### config.mk
export PLATFORM = sky130hd
export DESIGN_NAME = relu_grad_packer
export DESIGN_NICKNAME = d
export VERILOG_FILES = /design/src/rtl/relu_pkg.sv /design/src/rtl/grad_sync_fifo.sv /design/src/rtl/relu_grad_packer.sv
export SDC_FILE = /design/constraint.sdc
export NUM_CORES = 1
export LEC_CHECK = 0
export ABC_CLOCK_PERIOD_IN_PS = 5100
export CAP_MARGIN = 20
export CORE_ASPECT_RATIO = 1.4
export CORE_MARGIN = 2
export CORE_UTILIZATION = 55
export CTS_CLUSTER_DIAMETER = 100
export DETAILED_ROUTE_END_ITERATION = 8
export PLACE_DENSITY_LB_ADDON = 0.3
export SYNTH_ARGS = -nofsm -noshare
export SYNTH_HDL_FRONTEND = slang
export SYNTH_SLANG_ARGS = --single-unit
### constraint.sdc
create_clock -name clk -period 5.1 [get_ports clk]
set_input_delay 1.02 -clock clk [delete_from_list [all_inputs] [get_ports clk]]
set_output_delay 1.02 -clock clk [all_outputs]
set_load 0.02 [all_outputs]
### src/rtl/relu_pkg.sv
`default_nettype none
// ============================================================================
// Module      : relu_pkg
// Description : Shared widths, FIFO entry type and packer state encoding for
//               the ReLU gradient packer.
// Revision    : 1.0 - initial release
// ============================================================================
package relu_pkg;

    localparam int FLOAT_W  = 32;
    localparam int PACKED_W = 64;

    typedef struct packed {
        logic               last;
        logic [FLOAT_W-1:0] data;
    } grad_entry_t;

    typedef enum logic [0:0] {
        LOW  = 1'b0,
        HIGH = 1'b1
    } pack_state_e;

    // Either-sign zero: everything except the sign bit is clear.
    function automatic logic is_float_zero(input logic [FLOAT_W-1:0] f);
        return (f[FLOAT_W-2:0] == '0);
    endfunction

endpackage
`default_nettype wire

### src/rtl/grad_sync_fifo.sv
`default_nettype none
// ============================================================================
// Module      : grad_sync_fifo
// Description : Single-clock FIFO of grad_entry_t with full/empty/count and
//               a combinational head read.
// Revision    : 1.0 - initial release
// ============================================================================
module grad_sync_fifo
    import relu_pkg::*;
#(
    parameter int DEPTH = 8,
    localparam int AW   = $clog2(DEPTH)
) (
    input  logic        clk,
    input  logic        rst,
    input  logic        i_push,
    input  grad_entry_t i_wdata,
    input  logic        i_pop,
    output grad_entry_t o_rdata,
    output logic        o_full,
    output logic        o_empty,
    output logic [AW:0] o_count
);

    localparam logic [AW:0] c_full_cnt = DEPTH[AW:0];

    grad_entry_t   r_mem [DEPTH];
    logic [AW-1:0] r_wr_ptr;
    logic [AW-1:0] r_rd_ptr;
    logic [AW:0]   r_count;
    logic          w_do_push;
    logic          w_do_pop;

    assign o_full    = (r_count == c_full_cnt);
    assign o_empty   = (r_count == '0);
    assign o_count   = r_count;
    assign o_rdata   = r_mem[r_rd_ptr];
    // A full FIFO refuses the push even when a pop frees a slot this cycle.
    assign w_do_push = i_push && !o_full;
    assign w_do_pop  = i_pop && !o_empty;

    always_ff @(posedge clk) begin
        if (w_do_push) begin
            r_mem[r_wr_ptr] <= i_wdata;
        end
    end

    // Power-of-two depth lets the pointers wrap by plain overflow.
    always_ff @(posedge clk or posedge rst) begin
        if (rst) begin
            r_wr_ptr <= '0;
            r_rd_ptr <= '0;
            r_count  <= '0;
        end else begin
            if (w_do_push) begin
                r_wr_ptr <= r_wr_ptr + 1'b1;
            end
            if (w_do_pop) begin
                r_rd_ptr <= r_rd_ptr + 1'b1;
            end
            case ({w_do_push, w_do_pop})
                2'b10:   r_count <= r_count + 1'b1;
                2'b01:   r_count <= r_count - 1'b1;
                default: r_count <= r_count;
            endcase
        end
    end

endmodule
`default_nettype wire

### src/rtl/relu_grad_packer.sv
`default_nettype none
// ============================================================================
// Module      : relu_grad_packer
// Description : Buffers 32-bit gradients and packs pairs into 64-bit beats,
//               zero-padding an odd final word. Optional macro
//               RELU_ZERO_STATS_EN adds the zero_count statistics port.
// Revision    : 1.0 - initial release
// ============================================================================
module relu_grad_packer
    import relu_pkg::*;
#(
    parameter int DEPTH = 8
) (
    input  logic                clk,
    input  logic                reset,
    input  logic [FLOAT_W-1:0]  in_data,
    input  logic                in_valid,
    input  logic                in_last,
    output logic                in_ready,
    output logic [PACKED_W-1:0] out_data,
    output logic                out_valid,
    output logic                out_last,
    input  logic                out_ready
`ifdef RELU_ZERO_STATS_EN
    ,
    output logic [FLOAT_W-1:0]  zero_count
`endif
);

    localparam int          AW         = $clog2(DEPTH);
    localparam logic [AW:0] c_full_cnt = DEPTH[AW:0];

    pack_state_e         r_state;
    pack_state_e         w_state_nxt;
    logic [FLOAT_W-1:0]  r_lo;
    logic [PACKED_W-1:0] r_out_data;
    logic                r_out_valid;
    logic                r_out_last;

    grad_entry_t         w_wentry;
    grad_entry_t         w_head;
    logic                w_full;
    logic                w_empty;
    logic [AW:0]         w_count;
    logic                w_push;
    logic                w_pop;
    logic                w_out_free;

    assign w_wentry   = '{last: in_last, data: in_data};
    assign w_push     = in_valid && !w_full;
    assign in_ready   = (w_count < c_full_cnt) && !reset;
    assign w_out_free = !r_out_valid || out_ready;
    // A non-last word entering LOW only loads lo, so it never waits on the output.
    assign w_pop      = !w_empty &&
                        (((r_state == LOW) && !w_head.last) || w_out_free);

    grad_sync_fifo #(
        .DEPTH (DEPTH)
    ) u_fifo (
        .clk     (clk),
        .rst     (reset),
        .i_push  (w_push),
        .i_wdata (w_wentry),
        .i_pop   (w_pop),
        .o_rdata (w_head),
        .o_full  (w_full),
        .o_empty (w_empty),
        .o_count (w_count)
    );

    always_ff @(posedge clk or posedge reset) begin
        if (reset) begin
            r_state <= LOW;
        end else begin
            r_state <= w_state_nxt;
        end
    end

    always_comb begin
        w_state_nxt = r_state;
        if (w_pop) begin
            if (r_state == HIGH) begin
                w_state_nxt = LOW;
            end else if (!w_head.last) begin
                w_state_nxt = HIGH;
            end
        end
    end

    always_ff @(posedge clk or posedge reset) begin
        if (reset) begin
            r_lo        <= '0;
            r_out_data  <= '0;
            r_out_valid <= 1'b0;
            r_out_last  <= 1'b0;
        end else if (w_pop) begin
            if (r_state == HIGH) begin
                r_out_data  <= {w_head.data, r_lo};
                r_out_valid <= 1'b1;
                r_out_last  <= w_head.last;
            end else if (w_head.last) begin
                r_out_data  <= {{FLOAT_W{1'b0}}, w_head.data};
                r_out_valid <= 1'b1;
                r_out_last  <= 1'b1;
            end else begin
                r_lo <= w_head.data;
                if (out_ready) begin
                    r_out_valid <= 1'b0;
                end
            end
        end else if (out_ready) begin
            r_out_valid <= 1'b0;
        end
    end

    assign out_data  = r_out_data;
    assign out_valid = r_out_valid;
    assign out_last  = r_out_last;

`ifdef RELU_ZERO_STATS_EN
    logic [FLOAT_W-1:0] r_zero_count;

    always_ff @(posedge clk or posedge reset) begin
        if (reset) begin
            r_zero_count <= '0;
        end else if (w_push && is_float_zero(in_data) && (r_zero_count != '1)) begin
            r_zero_count <= r_zero_count + 1'b1;
        end
    end

    assign zero_count = r_zero_count;
`endif

endmodule
`default_nettype wire

# Word-level counts from Yosys, hierarchy flattened
# Memory sizes are Yosys's and may differ from the RTL's.
# Cells that the tools add are included.
# classes
order_cmp,1
add_sub_neg,4
n_reduce_logical,18
n_mux,13
n_eq_ne,3
bitwise,2
# ops
operator,count
$mux 64,2
$mux 1,10
$pmux 4 s2,1
$add 3x1->3 const B,2
$logic_and 1x1->1,6
$logic_not 1->1,5
$add 4x1->4 const B,1
$eq 4x4->1 const B,1
$logic_not 4->1,1
$lt 4x4->1 const B,1
$reduce_bool 2->1,2
$sub 4x1->4 const B,1
$reduce_and 3->1,1
$eq 2x1->1 const B,1
$eq 2x2->1 const B,1
$logic_or 1x1->1,2
$not 1->1,2
$reduce_and 2->1,1
# word_totals
mem_count,1
input_bits,37
out_inout_bits,67
ram_bits,264
regBits,109
wordCells,50
# mem_list
name,words,width,read_ports,rd_ports_with_merged_regs,wr,line_no,rtl
u_fifo.r_mem,8,33,1,0,1,grad_sync_fifo.sv:27,grad_entry_t r_mem [DEPTH];

# Depth between registers and ports, before layout
# An unclocked memory read counts as a cell.
# logic_depth
word_depth,8
mapped_depth,13
ltp_nobuf,12

# Cells and area by module
# From an unflattened synthesis, not the netlist that was laid out.
# unflattened
hier_cells,713
hier_area_um2,14751.6
# modules_own_cells
module,area_per_inst_um2,cells_per_inst,seq_area_each_um2,instances
grad_sync_fifo,10682.7,450,8177.8,1
relu_grad_packer,4068.9,263,2477.4,1

# Worst setup path after synthesis
# OpenSTA, ideal clock, no wires.
# synth_timing
path_type,input-to-reg
start,input in_valid
end,memory u_fifo.r_mem[0][0] in the netlist's numbering (enable)
setup_time_ns,0.464
arrival_ns,3.603
required_time_ns,4.636
path_buffers,0
cell_stages,3
setup_slack_ns,1.032
path_cell_list,and2_1 nand2b_1 nor3_1
# synth_via
elab_chain_len,4
# synth_lines
element,line_no,rtl
start: declaration,relu_grad_packer.sv:17,"input logic in_valid,"
$logic_and 1x1->1,relu_grad_packer.sv:50,assign w_push = in_valid && !w_full;
$logic_and 1x1->1,grad_sync_fifo.sv:39,assign w_do_push = i_push && !o_full;
$mux 1,grad_sync_fifo.sv:43,if (w_do_push) begin
$mux 1 (not written as such),grad_sync_fifo.sv:44,r_mem[r_wr_ptr] <= i_wdata;
end: declaration,grad_sync_fifo.sv:27,
# No other way between the ends.

# Final worst setup path
# layout_timing
start,register u_fifo.r_rd_ptr[2]
end,register u_fifo.r_count[3] (netlist: u_fifo.o_count[3])
# layout_via
elab_chain_len,8
word_cells_on_any_way,10
cone_classes,eq/ne (2); mux (1); reduce/logical (6); memory (1)
# layout_lines
element,line_no,rtl
start: declaration,grad_sync_fifo.sv:29,logic [AW-1:0] r_rd_ptr;
start signal: assignment,grad_sync_fifo.sv:59,r_rd_ptr <= r_rd_ptr + 1'b1;
$mem_v2 8x33 (*),-,
$logic_not 1->1 (*),-,
$logic_and 1x1->1 (*),relu_grad_packer.sv:55,(((r_state == LOW) && !w_head.last) || w_out_free);
$logic_or 1x1->1 (*),relu_grad_packer.sv:55,
$logic_and 1x1->1 (*),relu_grad_packer.sv:54,assign w_pop = !w_empty &&
net u_fifo.i_pop,grad_sync_fifo.sv:18,"input logic i_pop,"
$logic_and 1x1->1 (*),grad_sync_fifo.sv:40,assign w_do_pop = i_pop && !o_empty;
$eq 2x1->1 / $eq 2x2->1 (equally long branches),grad_sync_fifo.sv:61,"case ({w_do_push, w_do_pop})"
$pmux 4 s2 / $reduce_bool 2->1 (equally long branches),-,
end signal: assignment,grad_sync_fifo.sv:62,2'b10: r_count <= r_count + 1'b1;
end signal: assignment,grad_sync_fifo.sv:63,2'b01: r_count <= r_count - 1'b1;
end signal: assignment,grad_sync_fifo.sv:64,default: r_count <= r_count;
end: declaration,grad_sync_fifo.sv:30,logic [AW:0] r_count;
# The timed path passes the listed nets; every way through them passes the cells marked *.
# A chain may end at the register's enable or synchronous reset.

==> out/metrics.yaml <==
synth_nets: 821
n_fill_cell: 1672
fmax_mhz: 281
ys_seq_elements: 373
rr_endpoint: "u_fifo.o_count[3]"
cpPeakStageDelay_ns: 1.09
skew_ns: 0.0184
endpoint_required_time_on_the_critical_path_ns: 5.49
ys.flop_type: "edfxtp_1"
synthDominantCellAreaShare: 0.548
grt_antenna_before_repair: 0
first_pass_iters: 5
detail_route.vias_per_cell: 5.87
clock_tree.htree_level_count: 2
netlist_instances: 778
final-max-slew-violation-count: 0
rows: 70
drt_drc_violations_left: 0
hold_viol_final: 0
seq_area_mm2: 0.0107
fin_crit_sh: 0.698
finalWorstPathRequiredPeriod_ns: 3.56
synth_xor_xnor_area_share: 0.00424
postSynthAreaPerCell_um2: 18.6
drv_cap: 0
initial_core_util: 0.556
synth_seq_area_share: 0.736
tritoncts.num_buffers: 35
dieArea_mm2: 0.0276
timing.hold.worst.start: "out_data[41]"
chipWidth_um: 141
timing.final.setup_violations: 0
endpoint_kind: "register"
cell_type_with_the_largest_total_area_after_synthesis: "edfxtp_1"
ios: 104
critPathBufInv: 1
ctsLongestPathBuffers: 3
globalRoute.totalOverflow: 0
reg2regPathDepth: 12
clock_tree_from_tritoncts: "yes"
vdd_ir_drop_max_v: 0.000441
postLayoutCoreUtil: 0.658
cpMaxStageDelayCell: "dfrtp_4"
gp_routability_congestion: 0.734
area_growth_syn_to_layout_pct: 18.2
n_antenna_cell: 0
rrSetupSlack_ns: 1.54
route.detailed.wl_per_inst_um: 23.3
min_to: "out_data[41]"
cp_top_family: "compound AO/OA/AOI/OAI gates"
start_kind: "register"
sinks_on_the_clock_net: 373
design.core.area_mm2: 0.0260
synth.area.mux_share: 0.158
io_buffer_count: 103
clock_latency_ns: 0.51
hold_depth: 1
totalWireLength_mm: 28.9
post_synth_fa_ha_maj_area_fraction: 0.00571
synth.distinct_cells: 38
critPathArrivalTime_ns: 3.95
crit-reg2reg-launch: "u_fifo.r_rd_ptr[2]"
mostFrequentLayoutCells: "edfxtp_1 (264), dfrtp_1 (105), clkdlybuf4s50_1 (103)"
layout.cells.non_filler: 1242
critical_path_peak_fanout: 69
first_global_vias: 7944
worst_slew_pin_slew_ns: 1.05
synth_top_family_by_area: "multiplexers"
multiInputGateArea_mm2: 0.00361
power_density_mw_per_mm2: 659
hpwl_mm: 17.1
mappedNetlistArea_mm2: 0.0145
global_route_wire_length_before_repair_mm: 45.5
postCtsSetupBuffers: 0
cts.root.buffer_cell: "clkbuf_16"
grt_start_max_net_pins: 70
synth_enable_flop_cells: 264
synth-compound-area-share: 0.0468
floorplan.die.height_um: 196
worst-setup-path-type: "reg2reg"
grt_util_all_layers: 0.217
cts.hold.buffers_added: 0
hp-class: "reg2reg"
post-place-cells: 1179
run_status: "finished, final reports clean"
setup_total_negative_slack_ns: 0
synthesis.yosys.warnings: 0
synth-async-reset-ratio: 0.292
final_common_cell: "edfxtp_1"
cp_cell_sequence: "nor2_1 -> a22oi_2 -> a31oi_2 -> o21ai_0 -> inv_1 -> ha_1 -> ha_1 -> a21o_1 -> a21oi_1 -> xnor2_1 -> nor2_1 -> xor2_1"
route.vias.total: 7286
timing.max_slew.rel_slack: 0.301
dr.first_iter.drc_count: 518
clk_pin_slew_ns: 0.06
final_net_count: 935
critical_path_cell_count: 12
synth-simple-area-share: 0.0292
grt_setup_unrepaired: "no"
p_leak_nw: 6.03
fin_total_pwr_mw: 11.3
ctsResizeCount: 0
ant_nets: 0
yosys-top-cells-area: "edfxtp_1 (55%), dfrtp_1 (19%), mux4_2 (10%)"
fraction_of_final_layout_cells_sized_beyond_drive_strength_1: 0.207
==> metrics by stage <==
stage / hold slack (ns) / worst slack (ns) / instance area, um2
floorplan: 0.486 / 1.03 / 14500
global placement: 0.472 / 1.58 / 15800
detailed placement: 0.473 / 1.49 / 15900
CTS: 0.494 / 1.50 / 17100
global route: 0.509 / 1.25 / 17100
finish: 0.490 / 1.54 / 17100
==> synth_stat cells (2+ instances only) <==
cell type	n
a21o_1	2
o21ai_0	6
nand2b_1	5
clkbuf_1	12
buf_2	22
edfxtp_1	264
nand2_1	45
buf_12	3
xor2_1	2
dfrtp_1	109
nor3_1	3
mux2i_1	32
nor2_1	41
o2bb2ai_1	32
buf_4	4
inv_1	6
nand3_1	3
xnor2_1	5
a21oi_1	33
mux4_2	64
mux2i_4	5
mux2_4	9
mux2_2	24
o21ai_1	29
ha_1	5
==> cell type report <==
type	count	share of cell area
sequential	373	0.623
multi-input combinational	356	0.211
timing repair buffer	120	0.0711
clock buffer	50	0.0594
tap	324	0.0237
clock inverter	13	0.0102
inverter	6	0.00146
==> flip-flops by register name (all words and copies together), names as in the netlist <==
register and cells:
r_lo 32, u_fifo.r_mem 264, u_fifo.r_wr_ptr 3, out_valid 1
out_last 1, out_data 64, u_fifo.o_count 4, r_state 1
u_fifo.r_rd_ptr 3
==> power by group <==
group	switching [mW]	internal, mW
combinational	2.15	1.93
clock	1.07	1.60
sequential	0.514	4.02
==> worst register-to-register path, delay by kind of cell, from the launching register on <==
| kind | cells | cell delay (ns) |
|---|---|---|
| AO/OA/AOI/OAI | 5 | 1.24 |
| flip-flops | 1 | 1.09 |
| adder cells (fa/ha/maj) | 2 | 0.53 |
| XOR/XNOR | 2 | 0.27 |
| AND/OR/NAND/NOR | 2 | 0.20 |
| buffers and inverters | 1 | 0.10 |
==> kinds of logic (layout without fill, tap and decap cells) <==
kind of cell | count (synthesis) | after routing
AOI/OAI and AO/OA | 106 | 106
adders and majority gates | 6 | 6
DFF | 373 | 373
buffers and inverters | 49 | 189
and+or+nand+nor | 103 | 103
xor gates and xnor gates | 7 | 7
muxes | 134 | 134
==> how the worst max path moves through the flow <==
stage	endpoint	startpoint	slack [ns]
final	u_fifo.o_count[3]	u_fifo.r_rd_ptr[2]	1.54
after global routing	u_fifo.o_count[3]	u_fifo.r_rd_ptr[2]	1.25
after CTS	u_fifo.o_count[3]	u_fifo.r_rd_ptr[2]	1.50
after detailed placement	u_fifo.o_count[3]	out_ready	1.49
after global placement	u_fifo.o_count[3]	out_ready	1.58
after floorplan	u_fifo.r_mem[0][0]	in_valid	1.03
==> per-layer routing <==
| metal | vias to the layer above | routed length [um] | global-route usage |
|---|---|---|---|
| met2 | 189 | 15200 | 0.374 |
| met1 | 3789 | 11900 | 0.289 |
| met5 | - | 0 | 0 |
| met3 | 50 | 1060 | 0.0330 |
| met4 | 0 | 700 | 0.0674 |
| li1 | 3258 | - | - |
(Power assumes the default switching activity.)
